$ cat config.mk
export PLATFORM = sky130hd
export DESIGN_NAME = mux3_rr_arbiter
export DESIGN_NICKNAME = d
export VERILOG_FILES = /design/src/rtl/mux3_rr_arbiter.sv
export SDC_FILE = /design/constraint.sdc
export NUM_CORES = 1
export LEC_CHECK = 0
export CORE_MARGIN = 2
export CORE_UTILIZATION = 45
export DETAILED_ROUTE_END_ITERATION = 8
export GPL_TIMING_DRIVEN = 0
export MAX_ROUTING_LAYER = met4
export PLACE_DENSITY_LB_ADDON = 0.1
export SLEW_MARGIN = 40
export SYNTH_ARGS = -nofsm -noshare
export SYNTH_HDL_FRONTEND = slang
export SYNTH_SLANG_ARGS = --single-unit
$ cat constraint.sdc
create_clock -name clk -period 2 [get_ports clk]
set_input_delay 0.2 -clock clk [delete_from_list [all_inputs] [get_ports clk]]
set_output_delay 0.2 -clock clk [all_outputs]
set_load 0.02 [all_outputs]
$ cat src/rtl/mux3_rr_arbiter.sv
// Round-robin arbiter in front of a shared 3:1 data mux (d0/d1/d2 -> y).
// Grants the output path to one requester at a time in bursts of at most
// MAX_BURST accepted beats. The owner keeps the path until it drops its
// request or completes its last allowed beat. Handover to the next requester
// happens in the same edge, so no idle cycle is inserted between owners.
// The previous owner always has the lowest priority at re-arbitration.
module mux3_rr_arbiter #(
    parameter int MAX_BURST = 4,
    parameter int CW        = $clog2(MAX_BURST + 1)
) (
    input  logic          clk,
    input  logic          reset,
    input  logic [2:0]    req,
    input  logic          ready,
    output logic [2:0]    gnt,
    output logic [1:0]    sel,
    output logic          valid,
    output logic          xfer,
    output logic [CW-1:0] beats
);

    typedef enum logic [0:0] {
        ST_IDLE  = 1'b0,
        ST_GRANT = 1'b1
    } state_t;

    // Beat count value at which an accepted beat ends the burst.
    localparam logic [CW-1:0] LAST_BEAT = CW'(MAX_BURST - 1);

    state_t        state_r;
    logic [2:0]    gnt_r;
    logic [1:0]    sel_r;
    logic [1:0]    last_r;
    logic [CW-1:0] beats_r;

    logic          any_req_s;
    logic          valid_s;
    logic          xfer_s;
    logic          last_beat_s;
    logic          release_s;
    logic [1:0]    prio_base_s;
    logic [1:0]    pick_s;

    // Search from base+1 upward (mod 3) and return the first requester found.
    // The result is meaningless for an empty mask; callers gate it with |mask.
    function automatic logic [1:0] arb_pick(input logic [2:0] mask, input logic [1:0] base);
        logic [1:0] idx;
        idx = 2'd0;
        case (base)
            2'd0: begin
                if (mask[1]) idx = 2'd1;
                else if (mask[2]) idx = 2'd2;
                else idx = 2'd0;
            end
            2'd1: begin
                if (mask[2]) idx = 2'd2;
                else if (mask[0]) idx = 2'd0;
                else idx = 2'd1;
            end
            default: begin
                if (mask[0]) idx = 2'd0;
                else if (mask[1]) idx = 2'd1;
                else idx = 2'd2;
            end
        endcase
        return idx;
    endfunction

    // Index to one-hot grant vector; an illegal index yields no grant.
    function automatic logic [2:0] onehot3(input logic [1:0] idx);
        logic [2:0] oh;
        case (idx)
            2'd0:    oh = 3'b001;
            2'd1:    oh = 3'b010;
            2'd2:    oh = 3'b100;
            default: oh = 3'b000;
        endcase
        return oh;
    endfunction

    // Handshake decode, burst release condition and next-winner selection.
    always_comb begin
        any_req_s   = |req;
        valid_s     = |(gnt_r & req);
        xfer_s      = valid_s & ready;
        last_beat_s = (beats_r == LAST_BEAT);
        release_s   = 1'b0;
        prio_base_s = last_r;
        if (state_r == ST_GRANT) begin
            // The current owner becomes the new last pointer on release, so the
            // arbitration during a handover is based on it directly.
            release_s   = (!valid_s) || (xfer_s && last_beat_s);
            prio_base_s = sel_r;
        end else begin
            release_s   = 1'b0;
            prio_base_s = last_r;
        end
        pick_s = arb_pick(req, prio_base_s);
    end

    // Arbiter state machine with registered grant, select and beat count.
    always_ff @(posedge clk) begin
        if (reset) begin
            state_r <= ST_IDLE;
            gnt_r   <= 3'b000;
            sel_r   <= 2'd0;
            last_r  <= 2'd2;
            beats_r <= '0;
        end else begin
            case (state_r)
                ST_IDLE: begin
                    if (any_req_s) begin
                        state_r <= ST_GRANT;
                        gnt_r   <= onehot3(pick_s);
                        sel_r   <= pick_s;
                        beats_r <= '0;
                    end else begin
                        // sel keeps pointing at the last path used.
                        gnt_r <= 3'b000;
                    end
                end
                ST_GRANT: begin
                    if (release_s) begin
                        last_r  <= sel_r;
                        beats_r <= '0;
                        if (any_req_s) begin
                            gnt_r <= onehot3(pick_s);
                            sel_r <= pick_s;
                        end else begin
                            state_r <= ST_IDLE;
                            gnt_r   <= 3'b000;
                        end
                    end else if (xfer_s) begin
                        beats_r <= beats_r + CW'(1);
                    end else begin
                        beats_r <= beats_r;
                    end
                end
                default: begin
                    state_r <= ST_IDLE;
                    gnt_r   <= 3'b000;
                    beats_r <= '0;
                end
            endcase
        end
    end

    assign gnt   = gnt_r;
    assign sel   = sel_r;
    assign beats = beats_r;
    assign valid = valid_s;
    assign xfer  = xfer_s;

endmodule

==> flow_summary.json <==
{
  "antenna_found_initial": 0,
  "slew_headroom_pct": 72.25,
  "synth_seq_cells": 11,
  "mostFrequentLayoutCells": "12 x clkdlybuf4s50_1, 11 x dfxtp_1, 7 x nor2_1, 5 x inv_1, 5 x o21ai_0",
  "required_ns": 1.80,
  "routed_wl_um": 1205,
  "total_power_uw": 569.6,
  "grt_max_degree": 11,
  "routedWlPerCell_um": 11.48,
  "diodes": 0,
  "ys.warnings.count": 0,
  "cts_htree_levels": 1,
  "grt_pass1_vias": 454,
  "hold_viol": 0,
  "critPathTopFamily": "buffers and inverters",
  "final_common_cell": "clkdlybuf4s50_1",
  "layout-drive-gt1-share_pct": 14.44,
  "ir_drop_mv": 0.4592,
  "critPathKind": "primary input to output port",
  "startpoint_type": "primary input",
  "synth_nets": 78,
  "drtAntennaViolNets": 0,
  "drcViolationCount": 0,
  "worst_slew_pin_slew_ns": 0.4118,
  "routabilityCongestion": 0.8071,
  "fp.coreArea_um2": 1285,
  "grt_pass1_wl_um": 1794,
  "drt_iter0_drc": 18,
  "cts_buffer_depth": 2,
  "clk_latency_ns": 0.26,
  "endpoint_kind": "output port",
  "final_util_pct": 63.19,
  "cts.sinks": 11,
  "worstPathArrival_ns": 1.64,
  "final.setup_skew_ns": 0.0004042,
  "hold_path.class": "primary input to flip-flop",
  "synth_area_per_cell_um2": 8.741,
  "period_needed_ns": 1.843,
  "row_count": 13,
  "max_freq_ghz": 0.5425,
  "syn-instance-count": 70,
  "clk_pin_slew_ns": 0.07,
  "maxCapViolations": 0,
  "synth_cell_type_count": 32,
  "netlist_top_cells_area": "dfxtp_1 36%, mux2i_1 6.5%, nor2_1 4.3%, ha_1 4.1%, o21ai_0 4.1%",
  "overflow": 0,
  "period_share_pct": 92.17,
  "cp_slowest_stage_delay_ns": 0.46,
  "critical_path.cell_chain": "clkdlybuf4s50_1 > a222oi_1 > buf_4 > nor2b_1 > dlygate4sd2_1",
  "syn_area_um2": 611.8,
  "die_y_um": 40.88,
  "synth_seq_area_share_pct": 35.99,
  "nets": 99,
  "slowest_stage": "clkdlybuf4s50_1",
  "leakage_uw": 0.0003382,
  "place_ws_ns": -0.1275,
  "clockRootBuffer": "clkbuf_4",
  "area_delta_synth_final_pct": 32.72,
  "power_density_nw_per_um2": 701.5,
  "routed_via_density": 5.210,
  "final_max_slew_viol_count": 0,
  "ioPinCount": 16,
  "dp_cells": 99,
  "yosysTopAreaCell": "dfxtp_1",
  "status": "complete, no violations",
  "setup_violations": 0,
  "worst_slack_ns": 0.1566,
  "dieArea_um2": 1671,
  "dpl.hpwl_um": 920.6,
  "grt_use_total_pct": 17.40,
  "rsz0062_at_grt": "no",
  "start_util_pct": 47.61,
  "final_area_um2": 812.0,
  "dr.pass1.iters": 4,
  "portBuffers": 14,
  "num_vias": 547,
  "path_max_fanout": 5,
  "final_cell_count_no_fill": 105,
  "critPathBufInv": 3,
  "placed_area_um2": 770.7,
  "synth_top_area_share_pct": 35.99,
  "cts_tree": "done",
  "fillers": 125,
  "fp.dieW_um": 40.88,
  "cts_buffers": 3
}
-- state kept, by name, summed over array words and instances, names as in the netlist --
register	count
sel	2
last_r	2
state_r	1
gnt	3
beats	3
-- kinds of logic (layout without fill, tap and decap cells) --
logic type               after synthesis  count (layout)  synth area share, %
AND/OR/NAND/NOR                       25              25                22.70
AO/OA/AOI/OAI                         19              19                21.88
flip-flops                            11              11                35.99
buffers and inverters                  8              28                6.338
multiplexers                           5               5                8.997
adder cells (fa/ha/maj)                2               2                4.089
-- metrics by stage --
stage                     TNS (ns)  hold slack (ns)
after CTS                        0           0.3114
after global routing             0           0.3210
after floorplan                  0           0.4613
after global placement     -0.2854           0.4630
after detailed placement   -0.2447           0.4672
final                            0           0.3043
-- path summary, 6_finish.rpt --
kind / slack (ns) / end / startpoint / cells past startpoint
worst max-delay path: 0.16 / xfer / req[2] / 5
worst min-delay path: 0.30 / beats[1] / reset / 2
worst max register to register: 0.28 / last_r[1] / beats[0] / 6
worst min register to register: 0.48 / gnt[0] / gnt[0] / 2
-- power by group --
group / internal (uW) / total [uW] / switching, uW
registers: 237 / 253 / 16.5
clock network: 77.1 / 148 / 70.9
logic: 85.2 / 169 / 83.4
total: 399 / 570 / 171
-- cells in the mapped netlist --
library cell and n:
a21bo_2 1, mux2i_1 4, mux2_4 1, o21ai_0 5, o22ai_1 1, nor3b_1 1
nor3_1 4, nand2_1 3, buf_2 1, o31ai_1 1, a32o_2 1, inv_1 5
nand3_2 1, nor2_1 7, and2_1 1, or3_1 1, a21oi_1 2, nor4_1 1
dfxtp_1 11, or2b_1 1, ha_1 2, a222oi_1 1, clkbuf_1 1, buf_6 1
a22oi_1 1, or4_4 1, a211o_1 1, a211oi_1 2, o21a_1 3, nand3b_1 1
or2_2 1, nor2b_1 2
-- worst reg2reg max path: cells and delay by family (launching register included) --
| kind | cells | cell delay (ns) |
|---|---|---|
| compound gates | 2 | 0.62 |
| simple gates | 2 | 0.24 |
| flops | 1 | 0.33 |
| fa+ha+maj | 2 | 0.42 |
-- timing repair --
action,in CTS,in global routing
resized for setup,3,0
buffers inserted,2,0
hold buffers,0,0
setup endpoints to repair,2,0
endpoints found under the hold margin,0,0
-- final cells by class --
type | count | area, um2 | share of cell area (%)
timing repair buffer | 16 | 152.6 | 18.80
clock buffer | 4 | 26.28 | 3.236
tap | 15 | 18.77 | 2.311
inverter | 5 | 18.77 | 2.311
buffer | 3 | 22.52 | 2.773
sequential | 11 | 220.2 | 27.12
multi-input combinational | 51 | 352.8 | 43.45
-- routing by layer --
metal	part of all wire (%)	global-route usage (%)	up-vias
li1	-	-	290
met1	52	21.19	238
met2	41	25.39	15
met3	5.6	3.261	4
met4	1.4	12.50	0
met5	0	-	-
No activity file was read; power rests on OpenSTA's default activity.
